### config.mk
export PLATFORM = sky130hd
export DESIGN_NAME = tron_controller_flat
export DESIGN_NICKNAME = d
export VERILOG_FILES = /design/src/rtl/tron_ctrl_pkg.sv /design/src/rtl/tron_controller_if.sv /design/src/rtl/tron_decode.sv /design/src/rtl/tron_controller.sv /design/src/flat_wrapper.sv
export SDC_FILE = /design/constraint.sdc
export NUM_CORES = 1
export LEC_CHECK = 0
export BUFFER_PORTS_ARGS = -buffer_cell sky130_fd_sc_hd__buf_2
export CAP_MARGIN = 20
export CORE_MARGIN = 2
export CORE_UTILIZATION = 43
export CTS_CLUSTER_DIAMETER = 150
export DETAILED_ROUTE_END_ITERATION = 6
export GPL_TIMING_DRIVEN = 0
export HOLD_SLACK_MARGIN = 0.02
export PLACE_DENSITY = 0.84
export SLEW_MARGIN = 20
export SYNTH_ARGS = -nofsm -noshare
export SYNTH_HDL_FRONTEND = slang
export SYNTH_HIERARCHICAL = 1
export SYNTH_SLANG_ARGS = --single-unit
### constraint.sdc
create_clock -name clk -period 1.4 [get_ports clk]
set_input_delay 0.14 -clock clk [delete_from_list [all_inputs] [get_ports clk]]
set_output_delay 0.14 -clock clk [all_outputs]
set_load 0.005 [all_outputs]
### src/rtl/tron_ctrl_pkg.sv
// tron_ctrl_pkg: shared state codes, opcode/ext fields, bus/shift encodings and strobe bundle for the Tron controller (HALT state exists only with TRON_CTRL_HALT_EN)
package tron_ctrl_pkg;

    typedef logic [2:0] state_t;

    localparam state_t FETCH   = 3'd0;
    localparam state_t DECODE  = 3'd1;
    localparam state_t EXECUTE = 3'd2;
    localparam state_t MEMWAIT = 3'd3;
    localparam state_t LOADWB  = 3'd4;
`ifdef TRON_CTRL_HALT_EN
    localparam state_t HALT    = 3'd5;
`endif

    localparam logic [3:0] OP_RTYPE   = 4'b0000;
    localparam logic [3:0] OP_SPECIAL = 4'b0100;
    localparam logic [3:0] OP_SHIFT   = 4'b1000;
    localparam logic [3:0] OP_BCOND   = 4'b1100;
    localparam logic [3:0] OP_LUI     = 4'b1111;

    localparam logic [3:0] EXT_LOAD  = 4'b0000;
    localparam logic [3:0] EXT_STOR  = 4'b0100;
    localparam logic [3:0] EXT_JAL   = 4'b1000;
    localparam logic [3:0] EXT_JCOND = 4'b1100;
    localparam logic [3:0] EXT_LSH   = 4'b0100;
    localparam logic [3:0] EXT_ASHU  = 4'b0110;
    localparam logic [3:0] EXT_WAIT  = 4'b0000;
    localparam logic [3:0] ALU_CMP   = 4'b1011;

    localparam logic [2:0] BUS_ALU   = 3'd0;
    localparam logic [2:0] BUS_SHIFT = 3'd1;
    localparam logic [2:0] BUS_MEM   = 3'd2;
    localparam logic [2:0] BUS_IMM   = 3'd3;
    localparam logic [2:0] BUS_PC1   = 3'd4;
    localparam logic [2:0] BUS_REGB  = 3'd5;

    localparam logic [1:0] SH_LSH   = 2'd0;
    localparam logic [1:0] SH_LSHI  = 2'd1;
    localparam logic [1:0] SH_ASHU  = 2'd2;
    localparam logic [1:0] SH_ASHUI = 2'd3;

    localparam logic [3:0] COND_UC = 4'b1110;

    typedef struct packed {
        logic       imm_mux;
        logic       lui_op;
        logic       reg_write;
        logic       mem_write;
        logic       flag_write;
        logic       pc_add;
        logic       pc_jump;
        logic       pc_branch;
        logic       addr_sel;
        logic [2:0] bus_op;
        logic [1:0] shift_op;
        logic [3:0] flag_op;
    } ctrl_t;

    // ALU operation codes shared by R-type ext field and I-type opcode field
    function automatic logic is_alu(input logic [3:0] code);
        return code inside {4'b0001, 4'b0010, 4'b0011, 4'b0101, 4'b0110, 4'b0111,
                            4'b1001, 4'b1010, 4'b1011, 4'b1101, 4'b1110};
    endfunction

endpackage

### src/rtl/tron_controller_if.sv
// tron_controller_if: controller <-> datapath/memory bundle; halted exists only with TRON_CTRL_HALT_EN
interface tron_controller_if #(
    parameter int WIDTH   = 16,
    parameter int REGBITS = 4
);
    logic [WIDTH-1:0]   memData;
    logic [7:0]         instructionOp;
    logic [7:0]         immediate;
    logic [REGBITS-1:0] regAddA;
    logic [REGBITS-1:0] regAddB;
    logic [3:0]         ALUOp;
    logic [1:0]         shiftOp;
    logic [2:0]         busOp;
    logic               immMUX;
    logic               LUIOp;
    logic               regWrite;
    logic               memWrite;
    logic               flagWrite;
    logic [3:0]         flagOp;
    logic               pcAdd;
    logic               pcJump;
    logic               pcBranch;
    logic               addrSel;
`ifdef TRON_CTRL_HALT_EN
    logic               halted;
`endif

    modport master (
        input  memData,
        output instructionOp, immediate, regAddA, regAddB, ALUOp, shiftOp, busOp,
               immMUX, LUIOp, regWrite, memWrite, flagWrite, flagOp,
               pcAdd, pcJump, pcBranch, addrSel
`ifdef TRON_CTRL_HALT_EN
        , output halted
`endif
    );

    modport slave (
        output memData,
        input  instructionOp, immediate, regAddA, regAddB, ALUOp, shiftOp, busOp,
               immMUX, LUIOp, regWrite, memWrite, flagWrite, flagOp,
               pcAdd, pcJump, pcBranch, addrSel
`ifdef TRON_CTRL_HALT_EN
        , input halted
`endif
    );

endinterface

### src/rtl/tron_decode.sv
// tron_decode: combinational IR+state to datapath strobes and post-EXECUTE state; WAIT->HALT only with TRON_CTRL_HALT_EN
module tron_decode
    import tron_ctrl_pkg::*;
#(
    parameter int WIDTH   = 16,
    parameter int REGBITS = 4
) (
    input  state_t             state,
    input  logic [WIDTH-1:0]   ir,
    input  logic               kill,
    output ctrl_t              ctrl,
    output state_t             exec_next,
    output logic [7:0]         instr_op,
    output logic [7:0]         imm,
    output logic [REGBITS-1:0] reg_a,
    output logic [REGBITS-1:0] reg_b,
    output logic [3:0]         alu_op
);

    logic [3:0] op;
    logic [3:0] ext;
    logic       is_load;
    logic       is_wait;
    logic       shift_imm;
    logic       shift_ok;

    assign op        = ir[15:12];
    assign ext       = ir[7:4];
    assign instr_op  = {op, ext};
    assign imm       = ir[7:0];
    assign reg_a     = ir[REGBITS-1:0];
    assign reg_b     = ir[8 +: REGBITS];
    assign alu_op    = op == OP_RTYPE ? ext : op;
    assign is_load   = op == OP_SPECIAL && ext == EXT_LOAD;
    assign shift_imm = ext[3:2] == 2'b00;
    assign shift_ok  = shift_imm || ext == EXT_LSH || ext == EXT_ASHU;

`ifdef TRON_CTRL_HALT_EN
    assign is_wait   = op == OP_RTYPE && ext == EXT_WAIT;
    assign exec_next = is_load ? MEMWAIT : is_wait ? HALT : FETCH;
`else
    assign is_wait   = 1'b0;
    assign exec_next = is_load ? MEMWAIT : FETCH;
`endif

    // Moore strobes per state/instruction class; forced idle while reset is held
    always_comb begin
        ctrl = '0;
        if (state == EXECUTE) begin
            if (op == OP_RTYPE && is_alu(ext)) begin
                ctrl.bus_op     = BUS_ALU;
                ctrl.reg_write  = ext != ALU_CMP;
                ctrl.flag_write = 1'b1;
                ctrl.pc_add     = 1'b1;
            end else if (is_alu(op)) begin
                ctrl.imm_mux    = 1'b1;
                ctrl.bus_op     = BUS_ALU;
                ctrl.reg_write  = op != ALU_CMP;
                ctrl.flag_write = 1'b1;
                ctrl.pc_add     = 1'b1;
            end else if (op == OP_LUI) begin
                ctrl.imm_mux   = 1'b1;
                ctrl.lui_op    = 1'b1;
                ctrl.bus_op    = BUS_IMM;
                ctrl.reg_write = 1'b1;
                ctrl.pc_add    = 1'b1;
            end else if (op == OP_SHIFT && shift_ok) begin
                ctrl.bus_op    = BUS_SHIFT;
                ctrl.shift_op  = shift_imm ? (ext[1] ? SH_ASHUI : SH_LSHI) : (ext[1] ? SH_ASHU : SH_LSH);
                ctrl.imm_mux   = shift_imm;
                ctrl.reg_write = 1'b1;
                ctrl.pc_add    = 1'b1;
            end else if (is_load) begin
                ctrl.addr_sel = 1'b1;
            end else if (op == OP_SPECIAL && ext == EXT_STOR) begin
                ctrl.addr_sel  = 1'b1;
                ctrl.bus_op    = BUS_REGB;
                ctrl.mem_write = 1'b1;
                ctrl.pc_add    = 1'b1;
            end else if (op == OP_BCOND) begin
                ctrl.pc_branch = 1'b1;
                ctrl.flag_op   = ir[11:8];
            end else if (op == OP_SPECIAL && ext == EXT_JCOND) begin
                ctrl.pc_jump = 1'b1;
                ctrl.flag_op = ir[11:8];
            end else if (op == OP_SPECIAL && ext == EXT_JAL) begin
                ctrl.bus_op    = BUS_PC1;
                ctrl.reg_write = 1'b1;
                ctrl.pc_jump   = 1'b1;
                ctrl.flag_op   = COND_UC;
            end else begin
                ctrl.pc_add = !is_wait;
            end
        end else if (state == MEMWAIT) begin
            ctrl.addr_sel = 1'b1;
        end else if (state == LOADWB) begin
            ctrl.bus_op    = BUS_MEM;
            ctrl.reg_write = 1'b1;
            ctrl.pc_add    = 1'b1;
        end
        if (kill) ctrl = '0;
    end

endmodule

### src/rtl/tron_controller.sv
// tron_controller: multicycle Tron CPU control FSM holding state and IR; TRON_CTRL_HALT_EN adds WAIT->HALT and the halted output
module tron_controller
    import tron_ctrl_pkg::*;
#(
    parameter int WIDTH   = 16,
    parameter int REGBITS = 4
) (
    input  logic              clk,
    input  logic              reset,
    tron_controller_if.master bus
);

    state_t           state_q, state_d;
    logic [WIDTH-1:0] ir_q, ir_d;
    state_t           exec_next;
    ctrl_t            ctrl;

    tron_decode #(.WIDTH(WIDTH), .REGBITS(REGBITS)) u_decode (
        .state     (state_q),
        .ir        (ir_q),
        .kill      (reset),
        .ctrl      (ctrl),
        .exec_next (exec_next),
        .instr_op  (bus.instructionOp),
        .imm       (bus.immediate),
        .reg_a     (bus.regAddA),
        .reg_b     (bus.regAddB),
        .alu_op    (bus.ALUOp)
    );

    assign bus.immMUX    = ctrl.imm_mux;
    assign bus.LUIOp     = ctrl.lui_op;
    assign bus.regWrite  = ctrl.reg_write;
    assign bus.memWrite  = ctrl.mem_write;
    assign bus.flagWrite = ctrl.flag_write;
    assign bus.pcAdd     = ctrl.pc_add;
    assign bus.pcJump    = ctrl.pc_jump;
    assign bus.pcBranch  = ctrl.pc_branch;
    assign bus.addrSel   = ctrl.addr_sel;
    assign bus.busOp     = ctrl.bus_op;
    assign bus.shiftOp   = ctrl.shift_op;
    assign bus.flagOp    = ctrl.flag_op;
`ifdef TRON_CTRL_HALT_EN
    assign bus.halted    = state_q == HALT;
`endif

    // Next state; IR captures the word read during FETCH, valid in DECODE
    always_comb begin
        state_d = state_q;
        ir_d    = ir_q;
        case (state_q)
            FETCH:   state_d = DECODE;
            DECODE: begin
                ir_d    = bus.memData;
                state_d = EXECUTE;
            end
            EXECUTE: state_d = exec_next;
            MEMWAIT: state_d = LOADWB;
`ifdef TRON_CTRL_HALT_EN
            HALT:    state_d = HALT;
`endif
            default: state_d = FETCH;
        endcase
    end

    // State and instruction registers with synchronous reset
    always_ff @(posedge clk) begin
        if (reset) begin
            state_q <= FETCH;
            ir_q    <= '0;
        end else begin
            state_q <= state_d;
            ir_q    <= ir_d;
        end
    end

endmodule

### src/flat_wrapper.sv
// flat-port wrapper written by rule: the top's interface ports become plain ports
module tron_controller_flat import tron_ctrl_pkg::*;
#(
    parameter int WIDTH   = 16,
    parameter int REGBITS = 4
)
  (clk, reset, bus_memData, bus_instructionOp, bus_immediate, bus_regAddA, bus_regAddB, bus_ALUOp, bus_shiftOp, bus_busOp, bus_immMUX, bus_LUIOp, bus_regWrite, bus_memWrite, bus_flagWrite, bus_flagOp, bus_pcAdd, bus_pcJump, bus_pcBranch, bus_addrSel);
  tron_controller_if #(.WIDTH(WIDTH), .REGBITS(REGBITS)) bus_i ();
  input  logic clk;
  input  logic reset;
  input wire logic [$bits(bus_i.memData)-1:0] bus_memData;
  output wire logic [$bits(bus_i.instructionOp)-1:0] bus_instructionOp;
  output wire logic [$bits(bus_i.immediate)-1:0] bus_immediate;
  output wire logic [$bits(bus_i.regAddA)-1:0] bus_regAddA;
  output wire logic [$bits(bus_i.regAddB)-1:0] bus_regAddB;
  output wire logic [$bits(bus_i.ALUOp)-1:0] bus_ALUOp;
  output wire logic [$bits(bus_i.shiftOp)-1:0] bus_shiftOp;
  output wire logic [$bits(bus_i.busOp)-1:0] bus_busOp;
  output wire logic [$bits(bus_i.immMUX)-1:0] bus_immMUX;
  output wire logic [$bits(bus_i.LUIOp)-1:0] bus_LUIOp;
  output wire logic [$bits(bus_i.regWrite)-1:0] bus_regWrite;
  output wire logic [$bits(bus_i.memWrite)-1:0] bus_memWrite;
  output wire logic [$bits(bus_i.flagWrite)-1:0] bus_flagWrite;
  output wire logic [$bits(bus_i.flagOp)-1:0] bus_flagOp;
  output wire logic [$bits(bus_i.pcAdd)-1:0] bus_pcAdd;
  output wire logic [$bits(bus_i.pcJump)-1:0] bus_pcJump;
  output wire logic [$bits(bus_i.pcBranch)-1:0] bus_pcBranch;
  output wire logic [$bits(bus_i.addrSel)-1:0] bus_addrSel;
  assign bus_i.memData = bus_memData;
  assign bus_instructionOp = bus_i.instructionOp;
  assign bus_immediate = bus_i.immediate;
  assign bus_regAddA = bus_i.regAddA;
  assign bus_regAddB = bus_i.regAddB;
  assign bus_ALUOp = bus_i.ALUOp;
  assign bus_shiftOp = bus_i.shiftOp;
  assign bus_busOp = bus_i.busOp;
  assign bus_immMUX = bus_i.immMUX;
  assign bus_LUIOp = bus_i.LUIOp;
  assign bus_regWrite = bus_i.regWrite;
  assign bus_memWrite = bus_i.memWrite;
  assign bus_flagWrite = bus_i.flagWrite;
  assign bus_flagOp = bus_i.flagOp;
  assign bus_pcAdd = bus_i.pcAdd;
  assign bus_pcJump = bus_i.pcJump;
  assign bus_pcBranch = bus_i.pcBranch;
  assign bus_addrSel = bus_i.addrSel;
  tron_controller #(.WIDTH(WIDTH), .REGBITS(REGBITS)) u_core (.clk(clk), .reset(reset), .bus(bus_i));
endmodule
==> results of run 1 <==
-- critical path, delay by kind of cell, from the launching register on --
family,cells,cell delay (ns)
AND/OR/NAND/NOR,3,0.49
flip-flops,1,0.37
AO/OA/AOI/OAI,1,0.35
buffers and inverters,2,0.24
-- kinds of logic after synthesis --
family                    count (synthesis)  share of synthesized area [%]
buffers and inverters                    44                           20.2
muxes                                    16                           10.4
xor gates and xnor gates                  1                          0.568
DFF                                      19                           24.7
AOI/OAI and AO/OA                        21                           9.81
and+or+nand+nor                          84                           34.1
other                                     1                          0.243
-- layout make-up --
| cell class | instances | area, um2 |
|---|---|---|
| plain buffers | 33 | 275 |
| fillers | 216 | 669 |
| flip-flops and latches | 19 | 419 |
| inverters | 6 | 25.0 |
| well taps | 46 | 57.6 |
| repair buffers | 108 | 759 |
| clock inverters | 1 | 5.00 |
| clock buffers | 3 | 22.5 |
| multi-input cells | 123 | 1160 |
-- power groups by stage --
| stage | clock [mW] | combinational [mW] | sequential, mW |
|---|---|---|---|
| floorplan | 0 | 0.429 | 0.647 |
| global placement | 0 | 0.575 | 0.663 |
| detailed placement | 0 | 0.582 | 0.666 |
| CTS | 0.287 | 0.759 | 0.671 |
| global route | 0.309 | 1.04 | 0.703 |
| finish | 0.285 | 0.986 | 0.696 |
-- state kept, by name (all words and copies together), names as in the netlist --
register        count
u_core/ir_q        16
u_core/state_q      3
-- path summary, 6_finish.rpt --
path	from	endpoint	slack [ns]	cells after the start
min reg2reg	u_core/ir_q[3]$_SDFFE_PP0N_	u_core/ir_q[3]$_SDFFE_PP0N_	0.50	2
max reg2reg	u_core/ir_q[6]$_SDFFE_PP0N_	u_core/state_q[0]$_SDFF_PP0_	-0.35	7
min	bus_memData[4]	u_core/ir_q[4]$_SDFFE_PP0N_	0.07	3
max	u_core/ir_q[7]$_SDFFE_PP0N_	bus_shiftOp[1]	-0.50	6
-- synthesized netlist by cell type (3+ instances only) --
| master | instances |
|---|---|
| nor2_1 | 10 |
| mux2i_1 | 16 |
| dfxtp_1 | 19 |
| and3_1 | 4 |
| o21a_1 | 3 |
| a31o_2 | 3 |
| a31oi_1 | 3 |
| nand3_1 | 3 |
| buf_2 | 4 |
| buf_6 | 3 |
| nor2b_1 | 3 |
| nand2_1 | 4 |
| buf_4 | 27 |
| inv_1 | 6 |
| nand2b_1 | 34 |
| nand3b_1 | 3 |
| nor3_1 | 5 |
| a21oi_1 | 5 |
-- per-layer routing --
metal  track usage [%]  vias to the layer above  part of all wire (%)  wire length (um)
met4              5.98                        0                   4.7               272
met3              4.23                       40                   7.4               426
met2              35.5                      130                    51              2920
met5                 0                        -                     0                 0
met1              23.6                      841                    37              2120
li1                  -                      829                     -                 -
-- per-stage QoR --
step                      utilization [%]  setup WS, ns
final                                80.3        -0.500
after floorplan                         -       -0.0438
after global placement               57.0        -0.172
after global routing                 80.3        -0.539
after detailed placement             57.0        -0.212
after CTS                            69.0        -0.350
-- repair_timing --
action	in CTS	in global routing
buffers inserted	27	18
gates cloned	0	1
hold buffers	0	0
pin swaps	15	30
resized for setup	59	50
endpoints found under the setup margin	24	24
==> flow_summary.ini, run 1 <==
[worst_setup_path]
path_cells = buf_6 -> nand4_1 -> nand3b_1 -> o311a_1 -> and3_1 -> buf_2
crit_type = reg2out
end_kind = output port
max_stage_delay_ns = 0.37
slowest_stage = dfxtp_4
critPathMaxFanout = 2
cp.arrival_ns = 1.76
required_ns = 1.26
critPathLaunchType = flip-flop

[clocking]
numClockSinks = 19
cts_buffers = 3
cts_max_level = 1
clkLatencyLatePin_ns = 0.31
clock_tree.root_cell = clkbuf_4
clk_pin_slew_worst_paths_ns = 0.11
cts_buffer_depth = 2
cts_tree = done

[detailed_routing]
postRouteAntennaNets = 0
wl_per_cell_um = 17.0
vias_per_cell = 5.43
drt-total-wl_mm = 5.75
dr.pass1.iters = 4
drcViolationCount = 0
initialDrtViolationCount = 171
vias = 1840

[final_layout]
fin_nets = 312
finalInstanceArea_um2 = 2720
final_common_cell = buf_2
area_growth_pct = 76.3
fin_cells = 339
mostFrequentLayoutCells = buf_2 (60), buf_4 (56), nand2b_1 (32)
diodes = 0
drive_gt1_share_pct = 68.9

[placed_design]
gp_congestion = 0.875
placed_cell_area_um2 = 1930
dp.cells = 295
hpwl_mm = 2.63
port_buffers = 63

[global_route]
grt_start_max_net_pins = 13
grt_usage_pct = 19.9
grt_pass1_vias = 1498
grt_pass1_wl_mm = 6.61
antenna_found_initial = 0
grt_overflow = 0

[pwr]
p_comb_share_pct = 50.1
sequentialPowerShare_pct = 35.4
p_int_mw = 1.27
p_total_mw = 1.97
power.switching_mw = 0.700
irDropWorstVdd_uv = 509
p_leak_nw = 1.30
clockPowerShare_pct = 14.5
power.density_nw_per_um2 = 723
swShare_pct = 35.6

[timing]
period_needed_ns = 1.90
final-setup-viol-count = 24
fin_ws_ns = -0.500
fin_crit_sh_pct = 136
finalClockSkew_ns = 0.00461
rsz0062_at_grt = true
max_freq_ghz = 0.526
drv_slew = 0
hold_viol = 0
timing.hold.ws_ns = 0.0732
fin_tns_setup_ns = -6.93

[run_status]
status = finished with violations
violations = setup timing

[synth]
yosys_register_bits = 19
synth_top_area_share_pct = 24.7
netlist_instances = 186
synth_edf_count = 0
synth_area_leaders = dfxtp_1 (25%), nand2b_1 (14%), buf_4 (13%), mux2i_1 (10%), nor2_1 (2.4%)
yosys_warnings = 6
async_flop_share_pct = 0
ys_seq_area_share_pct = 24.7
synth.largest_area_cell = dfxtp_1
synth.avg_cell_area_um2 = 8.29
synthFlopType = dfxtp_1
syn-cell-area_um2 = 1540
synth_cell_types = 43
syn-num-nets = 204

[floorplan]
ios = 64
die_area_um2 = 4080
dieHeight_um = 63.9
core_area_um2 = 3390
die_x_um = 63.9
start_util_pct = 45.5
rows = 21

[job]
cap_violations = 0

[min_path]
min_path_type = in2reg
Note: power is estimated with default switching activity, not from simulation.
==> inputs of run 2 (changes only) <==
--- a/config.mk
+++ b/config.mk
@@ -10,6 +10,7 @@
 export CORE_MARGIN = 2
 export CORE_UTILIZATION = 43
 export CTS_CLUSTER_DIAMETER = 150
+export CTS_CLUSTER_SIZE = 10
 export DETAILED_ROUTE_END_ITERATION = 6
 export GPL_TIMING_DRIVEN = 0
 export HOLD_SLACK_MARGIN = 0.02
==> constraint.sdc (replaced) <==
create_clock -name clk -period 1.4 [get_ports clk]
set_input_delay 0.21 -clock clk [delete_from_list [all_inputs] [get_ports clk]]
set_output_delay 0.21 -clock clk [all_outputs]
set_load 0.005 [all_outputs]
==> run 2 against run 1 <==
The run still ends with setup timing left; clock skew up 0.0042 ns; first-iteration DRC count shrank 12%; final area up 1.1%; routed wire length grew 5.1%; register-to-register slack gained 0.06 ns; via count shrank 0.11%; utilization increased by 0.92 points; global-route usage did not move; sequential share of layout area decreased by 0.18 points; worst setup slack worse by 0.12 ns; power rose by 0.91%.
==> flow_summary.ini, run 2 (synthesis gave the netlist of run 1 again) <==
[run_status]
status = finished with violations
violations = setup timing

[floorplan]
dieHeight_um = 63.9
rows = 21
start_util_pct = 45.5
ios = 64
core_area_um2 = 3390
die_area_um2 = 4080
die_x_um = 63.9

[placed_design]
hpwl_mm = 2.63
port_buffers = 63
post-place-ws_ns = -0.253
gp_congestion = 0.875

[final_layout]
multi_input_area_um2 = 1160
drive_gt1_share_pct = 69.0
final_common_cell = buf_2
largest_reg_flops = 16
seqCellArea_um2 = 419
reg.largest.list = u_core/ir_q: 16 flops, u_core/state_q: 3 flops
fin_nets = 313
nFillCells = 213
area_growth_pct = 78.3
largest-register = u_core/ir_q
diodes = 0
mostFrequentLayoutCells = buf_2 (60), buf_4 (54), nand2b_1 (32)

[worst_setup_path]
crit_start = u_core/ir_q[7]$_SDFFE_PP0N_
critPathMaxFanout = 2
rr_worst_depth = 7
ff2ff_setup_slack_ns = -0.29
critPathLaunchType = flip-flop
endpoint = bus_pcJump
r2r_end = u_core/state_q[0]$_SDFF_PP0_
end_kind = output port
crit-reg2reg-launch = u_core/ir_q[6]$_SDFFE_PP0N_
required_ns = 1.19
crit_type = reg2out
cp.arrival_ns = 1.81

[pwr]
swShare_pct = 35.7
sequentialPowerShare_pct = 35.2
p_total_mw = 1.98
p_leak_nw = 1.31
power.density_nw_per_um2 = 721
p_comb_share_pct = 50.4
p_int_mw = 1.28
power.switching_mw = 0.709
irDropWorstVdd_uv = 486
clockPowerShare_pct = 14.4

[global_route]
grt_pass1_vias = 1498
grt_overflow = 0
grt_start_max_net_pins = 13
grt_pass1_wl_mm = 6.61
grt_usage_pct = 19.9
antenna_found_initial = 0

[min_path]
min_path_type = in2reg
hold_depth = 3

[clocking]
cts_buffer_depth = 2
cts_max_level = 1
numClockSinks = 19
cts_buffers = 3
clk_pin_slew_worst_paths_ns = 0.12
clkLatencyLatePin_ns = 0.30
clock_tree.root_cell = clkbuf_4
cts_tree = done

[timing]
max_freq_ghz = 0.495
drv_slew = 0
fin_ws_ns = -0.621
rsz0062_at_grt = true
timing.hold.ws_ns = 0.145
finalClockSkew_ns = 0.00879
fin_tns_setup_ns = -8.63
period_needed_ns = 2.02
final-setup-viol-count = 26
fin_crit_sh_pct = 144
hold_viol = 0

[detailed_routing]
drt-total-wl_mm = 6.04
drcViolationCount = 0
wl_per_cell_um = 17.8
vias_per_cell = 5.41
initialDrtViolationCount = 150
postRouteAntennaNets = 0
dr.pass1.iters = 4
vias = 1838

[job]
cap_violations = 0
## run 2: changes by cell type in the layout (fill, tap and decap cells not counted)
| cell | change |
|---|---|
| inv_2 | -1 |
| buf_12 | +1 |
| clkinvlp_4 | +1 |
| buf_6 | +2 |
| buf_4 | -2 |
## run 2: how the worst min path moves through the flow
stage / to / startpoint
floorplan: u_core/ir_q[6]$_SDFFE_PP0N_ / bus_memData[6]
global placement: u_core/ir_q[6]$_SDFFE_PP0N_ / bus_memData[6]
detailed placement: u_core/ir_q[6]$_SDFFE_PP0N_ / bus_memData[6]
CTS: u_core/ir_q[6]$_SDFFE_PP0N_ / bus_memData[6]
global route: u_core/ir_q[2]$_SDFFE_PP0N_ / bus_memData[2]
finish: u_core/ir_q[2]$_SDFFE_PP0N_ / bus_memData[2]
## run 2: timing repair
action,4_1_cts,5_1_grt
buffers inserted,27,19
hold buffers,0,0
hold endpoints to repair,0,0
setup endpoints to repair,24,26
gates cloned,0,1
resized for setup,59,50
pin swaps,15,30
## run 2: metrics by stage
step	area (um2)	util [%]	std cells
after CTS	2340	69.0	323
after detailed placement	1930	57.0	295
after global routing	2750	81.2	340
after global placement	1930	57.0	295
after floorplan	1560	-	186
final	2750	81.2	340
## run 2: layout make-up
type | instances | share of cell area, %
plain buffers | 33 | 10.0
clock buffers | 3 | 0.819
clock inverters | 1 | 0.182
inverters | 6 | 1.05
multi-input cells | 123 | 42.0
flip-flops and latches | 19 | 15.2
well taps | 46 | 2.09
repair buffers | 109 | 28.6
## run 2: critical path, cell delays in order (launching register included)
cell and delay, ns:
dfxtp_4 0.37, buf_6 0.11, nand4_1 0.18, nand3b_1 0.18
o311a_1 0.34, and3_1 0.20, buf_2 0.13
## run 2: routing by layer
layer  up-vias  global-route usage, %  routed length [um]
li1        829                      -                   -
met1       887                   23.6                2220
met2        98                   35.5                3160
met3        24                   4.23                 412
met4         0                   5.98                 246
met5         -                      0                   0
## run 2: power groups by stage
stage               clock network [mW]  registers [mW]  logic (mW)
CTS                              0.287           0.671       0.759
detailed placement                   0           0.666       0.582
global placement                     0           0.663       0.575
global route                     0.316           0.708        1.05
finish                           0.285           0.699        1.00
floorplan                            0           0.647       0.429
